## config.mk

```make
export PLATFORM = sky130hd
export DESIGN_NAME = ex_cdb_result_queue_flat
export DESIGN_NICKNAME = d
export VERILOG_FILES = /design/src/rtl/ex_cdb_result_queue_pkg.sv /design/src/rtl/ex_cdb_result_queue_if.sv /design/src/rtl/ex_cdb_fifo_mem.sv /design/src/rtl/ex_cdb_result_queue.sv /design/src/flat_wrapper.sv
export SDC_FILE = /design/constraint.sdc
export NUM_CORES = 1
export LEC_CHECK = 0
export ABC_AREA = 1
export CAP_MARGIN = 25
export CORE_ASPECT_RATIO = 1.2
export CORE_UTILIZATION = 45
export CTS_CLUSTER_DIAMETER = 80
export CTS_CLUSTER_SIZE = 25
export DETAILED_ROUTE_END_ITERATION = 12
export GPL_ROUTABILITY_DRIVEN = 0
export PLACE_DENSITY = 0.66
export SYNTH_ARGS = -nofsm -noshare
export SYNTH_HDL_FRONTEND = slang
export SYNTH_HIERARCHICAL = 1
export SYNTH_SLANG_ARGS = --single-unit
```

## constraint.sdc

```tcl
create_clock -name clock -period 10.18 [get_ports clock]
set_clock_uncertainty 0.2 [all_clocks]
set_input_delay 1.527 -clock clock [delete_from_list [all_inputs] [get_ports clock]]
set_output_delay 1.527 -clock clock [all_outputs]
set_load 0.05 [all_outputs]
```

## src/rtl/ex_cdb_result_queue_pkg.sv

```systemverilog
// Shared execute-stage definitions: ALU encodings, zero-register tag and the CDB entry record.
package ex_cdb_result_queue_pkg;

  // Default destination tag width and the architectural zero register.
  localparam int unsigned CdbTagW = 6;
  localparam int unsigned ZeroTag = 31;

  // ALU function select.
  typedef enum logic [3:0] {
    AluAdd  = 4'd0,
    AluSub  = 4'd1,
    AluAnd  = 4'd2,
    AluOr   = 4'd3,
    AluXor  = 4'd4,
    AluSll  = 4'd5,
    AluSrl  = 4'd6,
    AluSra  = 4'd7,
    AluSlt  = 4'd8,
    AluSltu = 4'd9
  } alu_func_e;

  // ALU operand-B source select.
  typedef enum logic [1:0] {
    OpSelReg  = 2'd0,
    OpSelImm  = 2'd1,
    OpSelPc   = 2'd2,
    OpSelZero = 2'd3
  } op_sel_e;

  // One completed result as carried on the CDB (default tag width).
  typedef struct packed {
    logic [63:0]        result;
    logic [CdbTagW-1:0] tag;
    logic               is_branch;
    logic               take_branch;
  } cdb_entry_t;

  // Packed width of an entry for an arbitrary tag width.
  function automatic int unsigned cdb_entry_bits(input int unsigned tag_w);
    return 64 + tag_w + 2;
  endfunction

endpackage

```

## src/rtl/ex_cdb_result_queue_if.sv

```systemverilog
// Execute-result input handshake and CDB output bus of the result queue.
interface ex_cdb_result_queue_if
  import ex_cdb_result_queue_pkg::*;
#(
  parameter int unsigned TAG_W = CdbTagW
);

  logic             X_valid;
  logic             X_ready;
  logic [63:0]      X_result;
  logic [TAG_W-1:0] X_tag;
  logic             X_is_branch;
  logic             X_take_branch;

  logic             cdb_grant;
  logic             cdb_valid;
  logic [63:0]      cdb_result;
  logic [TAG_W-1:0] cdb_tag;
  logic             cdb_is_branch;
  logic             cdb_take_branch;

  // Execute stage and CDB arbiter side.
  modport master (
    output X_valid, X_result, X_tag, X_is_branch, X_take_branch, cdb_grant,
    input  X_ready, cdb_valid, cdb_result, cdb_tag, cdb_is_branch, cdb_take_branch
  );

  // Queue side.
  modport slave (
    input  X_valid, X_result, X_tag, X_is_branch, X_take_branch, cdb_grant,
    output X_ready, cdb_valid, cdb_result, cdb_tag, cdb_is_branch, cdb_take_branch
  );

endinterface

```

## src/rtl/ex_cdb_fifo_mem.sv

```systemverilog
// Result-queue storage: DEPTH x WIDTH register array, one write port, one async read port.
module ex_cdb_fifo_mem #(
  parameter int unsigned DEPTH = 4,
  parameter int unsigned WIDTH = 72
) (
  input  logic                     clock,
  input  logic                     wr_en,
  input  logic [$clog2(DEPTH)-1:0] wr_addr,
  input  logic [WIDTH-1:0]         wr_data,
  input  logic [$clog2(DEPTH)-1:0] rd_addr,
  output logic [WIDTH-1:0]         rd_data
);

  logic [WIDTH-1:0] mem [DEPTH];

  // Storage is never reset; validity is tracked by the queue's count.
  always_ff @(posedge clock) begin
    if (wr_en) begin
      mem[wr_addr] <= wr_data;
    end
  end

  assign rd_data = mem[rd_addr];

endmodule

```

## src/rtl/ex_cdb_result_queue.sv

```systemverilog
// In-order result queue between execute and the common data bus, with flush and zero-reg filter.
module ex_cdb_result_queue
  import ex_cdb_result_queue_pkg::*;
#(
  parameter int unsigned DEPTH    = 4,
  parameter int unsigned TAG_W    = CdbTagW,
  parameter int unsigned ZERO_TAG = ZeroTag
) (
  input  logic                   clock,
  input  logic                   reset,
  input  logic                   flush,
  output logic [$clog2(DEPTH):0] count,
  ex_cdb_result_queue_if.slave   bus
);

  localparam int unsigned PtrW = $clog2(DEPTH);
  localparam int unsigned CntW = PtrW + 1;

  typedef struct packed {
    logic [63:0]      result;
    logic [TAG_W-1:0] tag;
    logic             is_branch;
    logic             take_branch;
  } entry_t;

  localparam int unsigned EntryW = cdb_entry_bits(TAG_W);

  if (DEPTH < 2 || (DEPTH & (DEPTH - 1)) != 0) begin : g_bad_depth
    $error("ex_cdb_result_queue: DEPTH must be a power of two and at least 2");
  end

  logic [PtrW-1:0] head_q, head_d;
  logic [PtrW-1:0] tail_q, tail_d;
  logic [CntW-1:0] count_q, count_d;

  logic   full;
  logic   empty;
  logic   accept;
  logic   zero_write;
  logic   enq;
  logic   pop;
  entry_t wr_entry;
  entry_t rd_entry;

  assign full  = (count_q == CntW'(DEPTH));
  assign empty = (count_q == '0);

  // Ready depends only on registered occupancy.
  assign bus.X_ready = ~full;

  assign accept     = bus.X_valid & ~full;
  // Non-branch writes to the zero register are consumed but carry nothing worth retiring.
  assign zero_write = (bus.X_tag == TAG_W'(ZERO_TAG)) & ~bus.X_is_branch;
  assign enq        = accept & ~zero_write & ~flush;
  assign pop        = ~empty & bus.cdb_grant & ~flush;

  assign wr_entry = '{
    result:      bus.X_result,
    tag:         bus.X_tag,
    is_branch:   bus.X_is_branch,
    take_branch: bus.X_take_branch
  };

  ex_cdb_fifo_mem #(
    .DEPTH (DEPTH),
    .WIDTH (EntryW)
  ) u_mem (
    .clock   (clock),
    .wr_en   (enq),
    .wr_addr (tail_q),
    .wr_data (wr_entry),
    .rd_addr (head_q),
    .rd_data (rd_entry)
  );

  // Next-state for pointers and occupancy; flush wins over any push or pop.
  always_comb begin
    head_d  = head_q;
    tail_d  = tail_q;
    count_d = count_q;
    if (flush) begin
      head_d  = '0;
      tail_d  = '0;
      count_d = '0;
    end else begin
      if (enq) begin
        tail_d = tail_q + PtrW'(1);
      end
      if (pop) begin
        head_d = head_q + PtrW'(1);
      end
      case ({enq, pop})
        2'b10:   count_d = count_q + CntW'(1);
        2'b01:   count_d = count_q - CntW'(1);
        default: count_d = count_q;
      endcase
    end
  end

  // Queue state registers, cleared asynchronously by reset.
  always_ff @(posedge clock or negedge reset) begin
    if (!reset) begin
      head_q  <= '0;
      tail_q  <= '0;
      count_q <= '0;
    end else begin
      head_q  <= head_d;
      tail_q  <= tail_d;
      count_q <= count_d;
    end
  end

  assign count = count_q;

  // Head entry onto the CDB; data is zeroed while the queue is empty.
  always_comb begin
    bus.cdb_valid       = ~empty;
    bus.cdb_result      = '0;
    bus.cdb_tag         = '0;
    bus.cdb_is_branch   = 1'b0;
    bus.cdb_take_branch = 1'b0;
    if (!empty) begin
      bus.cdb_result      = rd_entry.result;
      bus.cdb_tag         = rd_entry.tag;
      bus.cdb_is_branch   = rd_entry.is_branch;
      bus.cdb_take_branch = rd_entry.take_branch;
    end
  end

endmodule

```

## src/flat_wrapper.sv

```systemverilog
// flat-port wrapper written by rule: the top's interface ports become plain ports
module ex_cdb_result_queue_flat import ex_cdb_result_queue_pkg::*;
#(
  parameter int unsigned DEPTH    = 4,
  parameter int unsigned TAG_W    = CdbTagW,
  parameter int unsigned ZERO_TAG = ZeroTag
)
  (clock, reset, flush, count, bus_X_valid, bus_X_result, bus_X_tag, bus_X_is_branch, bus_X_take_branch, bus_cdb_grant, bus_X_ready, bus_cdb_valid, bus_cdb_result, bus_cdb_tag, bus_cdb_is_branch, bus_cdb_take_branch);
  ex_cdb_result_queue_if #(.TAG_W(TAG_W)) bus_i ();
  input  logic clock;
  input  logic reset;
  input  logic flush;
  output logic [$clog2(DEPTH):0] count;
  input wire logic [$bits(bus_i.X_valid)-1:0] bus_X_valid;
  input wire logic [$bits(bus_i.X_result)-1:0] bus_X_result;
  input wire logic [$bits(bus_i.X_tag)-1:0] bus_X_tag;
  input wire logic [$bits(bus_i.X_is_branch)-1:0] bus_X_is_branch;
  input wire logic [$bits(bus_i.X_take_branch)-1:0] bus_X_take_branch;
  input wire logic [$bits(bus_i.cdb_grant)-1:0] bus_cdb_grant;
  output wire logic [$bits(bus_i.X_ready)-1:0] bus_X_ready;
  output wire logic [$bits(bus_i.cdb_valid)-1:0] bus_cdb_valid;
  output wire logic [$bits(bus_i.cdb_result)-1:0] bus_cdb_result;
  output wire logic [$bits(bus_i.cdb_tag)-1:0] bus_cdb_tag;
  output wire logic [$bits(bus_i.cdb_is_branch)-1:0] bus_cdb_is_branch;
  output wire logic [$bits(bus_i.cdb_take_branch)-1:0] bus_cdb_take_branch;
  assign bus_i.X_valid = bus_X_valid;
  assign bus_i.X_result = bus_X_result;
  assign bus_i.X_tag = bus_X_tag;
  assign bus_i.X_is_branch = bus_X_is_branch;
  assign bus_i.X_take_branch = bus_X_take_branch;
  assign bus_i.cdb_grant = bus_cdb_grant;
  assign bus_X_ready = bus_i.X_ready;
  assign bus_cdb_valid = bus_i.cdb_valid;
  assign bus_cdb_result = bus_i.cdb_result;
  assign bus_cdb_tag = bus_i.cdb_tag;
  assign bus_cdb_is_branch = bus_i.cdb_is_branch;
  assign bus_cdb_take_branch = bus_i.cdb_take_branch;
  ex_cdb_result_queue #(.DEPTH(DEPTH), .TAG_W(TAG_W), .ZERO_TAG(ZERO_TAG)) u_core (.clock(clock), .reset(reset), .flush(flush), .count(count), .bus(bus_i));
endmodule
```

==> impl_metrics.yaml, run 1 <==
sta:
  rsz0062_at_grt: "no"
  relSlewSlack_pct: 34.0
  finalHoldViolCount: 0
  fin_ws_ns: 4.80
  max_freq_mhz: 186
  tns_ns: 0
  fin_hold_ws_ns: 0.450
  setup_viol: 0
  finalMaxSlewViolations: 0
  min_period_over_period_pct: 52.8
  fin_crit_ns: 5.38
  worstMarginPinSlew_ns: 0.990
cts:
  cts_tree: "yes"
  htree_levels: 1
  cts_root_buffer: "clkbuf_16"
  clock_sinks: 295
  clkTransAtPathRegs_ns: 0.09
  cts_setup_buffers: 0
  cts_resized: 0
  clock_path_buffers: 3
  numCtsBuffers: 15
  holdBufCountCts: 0
  clk_latency_ns: 0.48
synthesis:
  syn_nets: 1426
  yosys_warnings: 6
  synth_cell_types: 26
  synth_top_family_by_area: "simple AND/OR/NAND/NOR gates"
  synth-simple-area-share_pct: 19.3
  ys_async_sr_fraction_pct: 2.37
  synth_edf_count: 288
  synthMuxAreaShare_pct: 0
  ys.flop_type: "edfxtp_1"
  synth-xor-area-share_pct: 0.0665
  synth_seq_cells: 295
  avgSynthCellArea_sq_um: 9.77
  synth_compound_area_share_pct: 0.342
  seq_area_frac_synth_pct: 67.0
  syn_inst: 1348
  synth_fa_ha_area_share_pct: 0.152
  syn_area_sq_mm: 0.0132
worst_setup_path:
  critical_path_class: "register to primary output"
  critPathLaunch: "u_core/head_q[0]"
  rrSetupSlack_ns: 7.17
  setup.worst_path.start_class: "register"
  worstPathRequired_ns: 8.45
  worst-path-max-fanout: 76
  r2r_end: "u_core/u_mem/mem[0][18]"
  rr_startpoint: "u_core/count[0]"
  endpoint_kind: "primary output"
  crit_arrival_ns: 3.65
  worst_r2r_path_depth: 8
floorplanning:
  fp.dieH_um: 189
  die_area_sq_mm: 0.0300
  rows: 68
  boundaryPins: 154
  start_util_pct: 45.8
  coreArea_sq_mm: 0.0288
  die_x_um: 158
power_and_ir_drop:
  power_density_mw_per_mm2: 190
  peakVddDrop_mv: 0.123
  leakage_nw: 7.03
  power_w: 0.00294
placement:
  post-place-ws_ns: 5.12
  io_buffers: 153
  dp_hpwl_mm: 15.4
  placed_cells: 1847
flow_run:
  drv_cap: 0
routing:
  firstDrtPassIters: 5
  vias_per_cell: 4.57
  ant_nets: 0
  drcViolationCount: 0
  vias: 8567
  drtIter0Drc: 466
  wl_per_cell_um: 14.3
  totalWireLength_mm: 26.8
finish:
  final_cell_mix: "374 x nand2_1, 372 x inv_1, 288 x edfxtp_1, 153 x clkdlybuf4s50_1, 147 x nand3_1"
  fillers: 2574
  layout.cells.non_filler: 1874
  areaGrowthSynthToFinish_pct: 17.4
  drive_gt1_share_pct: 3.29
  mostFrequentLayoutCell: "nand2_1"
  layout.nets: 1558
worst_hold_path:
  min_to: "u_core/count[0]"
  hold_start: "u_core/count[0]"
  min_path_cells: 2
  hp-class: "register to register"
global_route:
  antenna_found_initial: 2
  grt_overflow: 0
  grt_pass1_vias: 8393
  grt_max_degree: 99
  grt_first_pass_wirelength_mm: 42.4
  grt_use_total_pct: 18.5
status:
  status: "complete, no violations"
==> area by class of cell <==
| cell class | instances | area, sq um | area share [%] |
|---|---|---|---|
| diodes | 1 | 2.50 | 0.0162 |
| clock buffers | 24 | 409 | 2.65 |
| clock inverters | 1 | 7.51 | 0.0485 |
| inverters | 376 | 1410 | 9.14 |
| multi-input cells | 624 | 2640 | 17.0 |
| flip-flops and latches | 295 | 8830 | 57.1 |
| well taps | 385 | 482 | 3.11 |
| repair buffers | 168 | 1690 | 10.9 |
==> stage by stage <==
stage | utilization (%) | area (sq um)
6_report | 53.8 | 15500
5_1_grt | 53.8 | 15500
4_1_cts | 53.7 | 15400
3_5_place_dp | 52.2 | 15000
3_3_place_gp | 52.1 | 15000
2_1_floorplan | - | 13200
==> metal layers <==
layer | GRT usage (%) | routed length (um)
met4 | 7.06 | 701
met2 | 34.0 | 14200
met3 | 1.83 | 993
met5 | 0 | 0
met1 | 22.0 | 11000
==> registers in the layout (all words and copies together) (netlist names) <==
register          flops
u_core/count          3
u_core/head_q         2
u_core/tail_q         2
u_core/u_mem/mem    288
==> worst max-delay path by stage <==
stage                     cells after the start  slack (ns)                      end
after floorplan                               5        2.54   u_core/u_mem/mem[1][0]
after global placement                       10        5.14  u_core/u_mem/mem[0][19]
after detailed placement                      8        5.12           bus_cdb_tag[5]
after CTS                                     8        4.58        bus_cdb_result[6]
after global routing                          9        4.64       bus_cdb_result[63]
final                                         9        4.80       bus_cdb_result[63]
==> worst max-delay path: stages (launching register included) <==
cell             delay, ns
dfrtp_4               0.75
inv_4                 0.32
buf_4                 0.32
buf_16                0.23
nand2_1               0.11
nand3_1               0.06
nand2_1               0.10
inv_1                 0.04
nor2_1                0.24
clkdlybuf4s50_1       0.86
==> synth_stat cells (2+ instances only) <==
library cell | number | area share [%]
buf_4 | 8 | 0.46
nand3_1 | 147 | 5.6
buf_1 | 4 | 0.11
inv_2 | 3 | 0.085
dfrtp_1 | 7 | 1.3
nor3_1 | 5 | 0.19
buf_6 | 7 | 0.60
inv_1 | 372 | 11
a21oi_1 | 2 | 0.076
nand2_4 | 2 | 0.17
clkbuf_1 | 2 | 0.057
nand4_1 | 2 | 0.095
edfxtp_1 | 288 | 66
nor2_1 | 80 | 2.3
o21ai_0 | 2 | 0.076
nand2_1 | 374 | 11
buf_2 | 32 | 1.2
nand2_2 | 2 | 0.095
nor2_4 | 2 | 0.17
==> kinds of logic (layout without fill, tap and decap cells) <==
| kind of cell | after synthesis | in the layout |
|---|---|---|
| AOI/OAI and AO/OA | 7 | 7 |
| xor gates and xnor gates | 1 | 1 |
| adders and majority gates | 1 | 1 |
| buffers and inverters | 429 | 569 |
| DFF | 295 | 295 |
| other | 0 | 1 |
| and+or+nand+nor | 615 | 615 |
==> where the power goes <==
| group | leakage, nW | switching, W | internal [W] |
|---|---|---|---|
| registers | 2.71 | 0.0000222 | 0.00137 |
| clock network | 0.196 | 0.000349 | 0.000280 |
| logic | 4.13 | 0.000643 | 0.000277 |
Note: power is estimated with default switching activity, not from simulation.
==> inputs of run 2 (changes only) <==
PLACE_DENSITY = 0.69   (was 0.66)
clock period = 4.7 ns   (was 10.18 ns; I/O delays follow)
==> impl_metrics.yaml, run 2 (synthesized netlist as in run 1, its figures left out) <==
status:
  status: "complete, no violations"
finish:
  largest_reg_flops: 288
  fin_util_pct: 53.8
  mostFrequentLayoutCell: "nand2_1"
  fin_area_sq_mm: 0.0155
  multi_input_comb_area_sq_mm: 0.00266
  layout.cells.non_filler: 1870
  areaGrowthSynthToFinish_pct: 17.5
  drive_gt1_share_pct: 3.30
  regArea_sq_mm: 0.00883
  layout.nets: 1558
  registers.top_by_ff_count: "u_core/u_mem/mem"
  fillers: 2537
  final_cell_mix: "374 x nand2_1, 372 x inv_1, 288 x edfxtp_1, 153 x clkdlybuf4s50_1, 147 x nand3_1"
power_and_ir_drop:
  leakage_nw: 7.04
  power_frac_seq_pct: 47.2
  switching_share_pct: 34.5
  p_int_w: 0.00417
  clkPwrFrac_pct: 21.2
  power_frac_comb_pct: 31.6
  power_density_mw_per_mm2: 411
  power_w: 0.00637
  peakVddDrop_mv: 0.377
  power_switching_w: 0.00219
sta:
  relSlewSlack_pct: 45.4
  fin_crit_ns: 4.04
  finalMaxSlewViolations: 0
  worstMarginPinSlew_ns: 0.820
  rsz0062_at_grt: "no"
  max_freq_mhz: 247
  fin_ws_ns: 0.658
  finalHoldViolCount: 0
  min_period_over_period_pct: 86.0
  setup_viol: 0
routing:
  vias_per_cell: 4.64
  firstDrtPassIters: 4
  vias: 8679
  drtIter0Drc: 458
  wl_per_cell_um: 14.5
  totalWireLength_mm: 27.2
  ant_nets: 0
  drcViolationCount: 0
floorplanning:
  die_x_um: 158
  die_area_sq_mm: 0.0300
  fp.dieH_um: 189
  rows: 68
  boundaryPins: 154
  coreArea_sq_mm: 0.0288
  start_util_pct: 45.8
cts:
  numCtsBuffers: 15
  clkTransAtPathRegs_ns: 0.09
  cts_tree: "yes"
  cts_resized: 0
  clock_sinks: 295
  cts_setup_buffers: 0
  cts_root_buffer: "clkbuf_16"
  clock_path_buffers: 3
  clk_latency_ns: 0.49
  htree_levels: 1
  holdBufCountCts: 0
worst_setup_path:
  crit_arrival_ns: 3.14
  worstPathRequired_ns: 3.80
  critPathLaunch: "u_core/head_q[0]"
  endpoint_kind: "primary output"
  rr_startpoint: "u_core/count[0]"
  worst-path-max-fanout: 76
  critical_path_class: "register to primary output"
  r2r_end: "u_core/u_mem/mem[2][39]"
  worst_r2r_path_depth: 7
  setup.worst_path.start_class: "register"
  rrSetupSlack_ns: 2.08
global_route:
  grt_overflow: 0
  grt_use_total_pct: 18.8
  grt_first_pass_wirelength_mm: 43.5
  antenna_found_initial: 1
  grt_max_degree: 147
  grt_pass1_vias: 8706
placement:
  placed_cells: 1848
  post-place-ws_ns: 1.17
  place_area_sq_mm: 0.0151
  io_buffers: 153
  dp_hpwl_mm: 16.1
worst_hold_path:
  hp-class: "input port to asynchronous set/reset pin"
flow_run:
  drv_cap: 0
run 2: worst max-delay path, cell delays in order, from the launching register on:
cell and delay [ns]:
dfrtp_4 0.51, inv_4 0.61, buf_12 0.38, nand2_1 0.11, nand3_1 0.09, nand2_1 0.06
inv_1 0.05, nor2_1 0.06, clkdlybuf4s50_1 0.74
run 2: worst max-delay path by stage:
stage	end	slack, ns	cells past startpoint
floorplan	u_core/u_mem/mem[0][0]	-0.06	6
global placement	bus_cdb_result[34]	1.22	8
CTS	bus_cdb_result[39]	0.63	8
global route	bus_cdb_result[39]	0.46	8
detailed placement	bus_cdb_result[39]	1.17	8
finish	bus_cdb_result[39]	0.66	8
run 2: layer usage:
metal / global-route usage (%) / vias to the layer above / wire [um]
met5: 0 / - / 0
met4: 4.96 / 0 / 454
met3: 2.33 / 32 / 1340
met2: 35.0 / 185 / 14300
met1: 22.5 / 4115 / 11100
li1: - / 4347 / -
run 2: power groups by stage:
| stage | logic (W) | registers, W | clock network [W] |
|---|---|---|---|
| 2_1_floorplan | 0.00137 | 0.00308 | 0 |
| 6_report | 0.00201 | 0.00300 | 0.00135 |
| 3_5_place_dp | 0.00203 | 0.00306 | 0 |
| 4_1_cts | 0.00204 | 0.00300 | 0.00139 |
| 3_3_place_gp | 0.00201 | 0.00306 | 0 |
| 5_1_grt | 0.00217 | 0.00301 | 0.00148 |
run 2: cell type report:
type	count	area share, %
inverter	376	9.13
timing repair buffer	168	10.9
clock buffer	20	2.55
clock inverter	1	0.0485
multi-input combinational	624	17.2
sequential	295	57.0
antenna	1	0.0162
tap	385	3.11
run 2: per-stage QoR:
stage	setup TNS, ns	hold WS [ns]
final	0	0.289
after global routing	0	0.306
after CTS	0	0.283
after detailed placement	0	0.449
after global placement	0	0.436
after floorplan	-17.34	0.209
==> inputs of run 3 (changes only) <==
PLACE_DENSITY = 0.66   (was 0.69)
clock period = 5.2 ns   (was 4.7 ns; I/O delays follow)
==> impl_metrics.yaml, run 3 (synthesized netlist as in run 1, its figures left out) <==
status:
  status: "complete, no violations"
cts:
  clock_sinks: 295
  cts_tree: "yes"
  clkTransAtPathRegs_ns: 0.09
  numCtsBuffers: 15
  cts_resized: 0
  holdBufCountCts: 0
  htree_levels: 1
  cts_setup_buffers: 0
  clk_latency_ns: 0.48
  cts_root_buffer: "clkbuf_16"
  clock_path_buffers: 3
finish:
  registers.top_by_ff_count: "u_core/u_mem/mem"
  largest_reg_flops: 288
  final_cell_mix: "374 x nand2_1, 372 x inv_1, 288 x edfxtp_1, 153 x clkdlybuf4s50_1, 147 x nand3_1"
  areaGrowthSynthToFinish_pct: 17.2
  layout.nets: 1562
  mostFrequentLayoutCell: "nand2_1"
  drive_gt1_share_pct: 3.56
  fillers: 2578
  fin_area_sq_mm: 0.0154
  regArea_sq_mm: 0.00883
  multi_input_comb_area_sq_mm: 0.00264
routing:
  ant_nets: 0
  drcViolationCount: 0
  drtIter0Drc: 476
  vias_per_cell: 4.58
  vias: 8587
  totalWireLength_mm: 27.1
  firstDrtPassIters: 5
  wl_per_cell_um: 14.5
floorplanning:
  die_x_um: 158
  fp.dieH_um: 189
  die_area_sq_mm: 0.0300
  coreArea_sq_mm: 0.0288
  start_util_pct: 45.8
  rows: 68
  boundaryPins: 154
global_route:
  grt_use_total_pct: 18.5
  grt_pass1_vias: 8473
  grt_overflow: 0
  antenna_found_initial: 2
  grt_max_degree: 147
  grt_first_pass_wirelength_mm: 42.9
sta:
  worstMarginPinSlew_ns: 0.931
  setup_viol: 0
  relSlewSlack_pct: 37.9
  finalMaxSlewViolations: 0
  max_freq_mhz: 228
  fin_hold_ws_ns: 0.361
  rsz0062_at_grt: "no"
  min_period_over_period_pct: 84.3
  fin_crit_ns: 4.38
  finalHoldViolCount: 0
worst_setup_path:
  endpoint_kind: "primary output"
  worstPathRequired_ns: 4.22
  setup.worst_path.start_class: "register"
  critical_path_class: "register to primary output"
  worst-path-max-fanout: 36
  rrSetupSlack_ns: 2.62
  crit_arrival_ns: 3.40
placement:
  dp_hpwl_mm: 15.9
  io_buffers: 153
  place_area_sq_mm: 0.0150
power_and_ir_drop:
  leakage_nw: 7.03
  power_w: 0.00575
  peakVddDrop_mv: 0.204
  power_density_mw_per_mm2: 372
flow_run:
  drv_cap: 0
worst_hold_path:
  hp-class: "input port to asynchronous set/reset pin"
-- run 3: cell count changes in the layout (fill, tap and decap cells not counted), sizes merged --
cell	delta
buf	+4
clkbuf	-2
clkinv	+2
diode	+1
clkinvlp	-1
-- run 3: metrics by stage --
step | setup TNS (ns) | cells | utilization [%] | setup slack, ns
3_5_place_dp | 0 | 1852 | 52.3 | 1.24
3_3_place_gp | 0 | 1852 | 52.3 | 1.32
5_1_grt | 0 | 1873 | 53.7 | 0.568
4_1_cts | 0 | 1872 | 53.7 | 0.721
2_1_floorplan | -503.81 | 1348 | - | -1.75
6_report | 0 | 1874 | 53.7 | 0.816
-- run 3: worst paths after layout --
| path | startpoint | to | cells past startpoint |
|---|---|---|---|
| max | u_core/head_q[1] | bus_cdb_result[27] | 7 |
| min | reset | u_core/count[1] | 1 |
| max reg2reg | u_core/count[0] | u_core/u_mem/mem[0][37] | 7 |
| min reg2reg | u_core/count[1] | u_core/count[1] | 2 |
| max in group asynchronous | reset | u_core/head_q[0] | 1 |
| min in group clock | u_core/count[1] | u_core/count[1] | 2 |
-- run 3: cell type report --
class	count	share of cell area (%)
Inverter	376	9.15
Antenna cell	2	0.0324
Timing Repair Buffer	172	10.9
Multi-Input combinational cell	624	17.1
Clock inverter	2	0.0567
Sequential cell	295	57.2
Clock buffer	18	2.50
Tap cell	385	3.12
-- run 3: worst max-delay path, stage by stage, from the launching register on --
cell,delay (ns)
dfrtp_2,0.67
inv_2,0.73
buf_4,0.33
nand3_1,0.09
nand2_1,0.07
inv_1,0.05
nor2_1,0.13
clkdlybuf4s50_1,0.82
-- run 3: where the power goes --
group / switching [W] / internal, W / total (W)
Sequential: 0.0000326 / 0.00269 / 0.00272
Combinational: 0.00127 / 0.000541 / 0.00181
Clock: 0.000691 / 0.000532 / 0.00122
Total: 0.00199 / 0.00376 / 0.00575
-- run 3: metal layers --
layer	vias up	global-route usage [%]	wire, um
met1	4024	22.2	11000
met4	0	4.81	554
met5	-	0	0
li1	4351	-	-
met2	174	34.4	14300
met3	38	2.47	1210
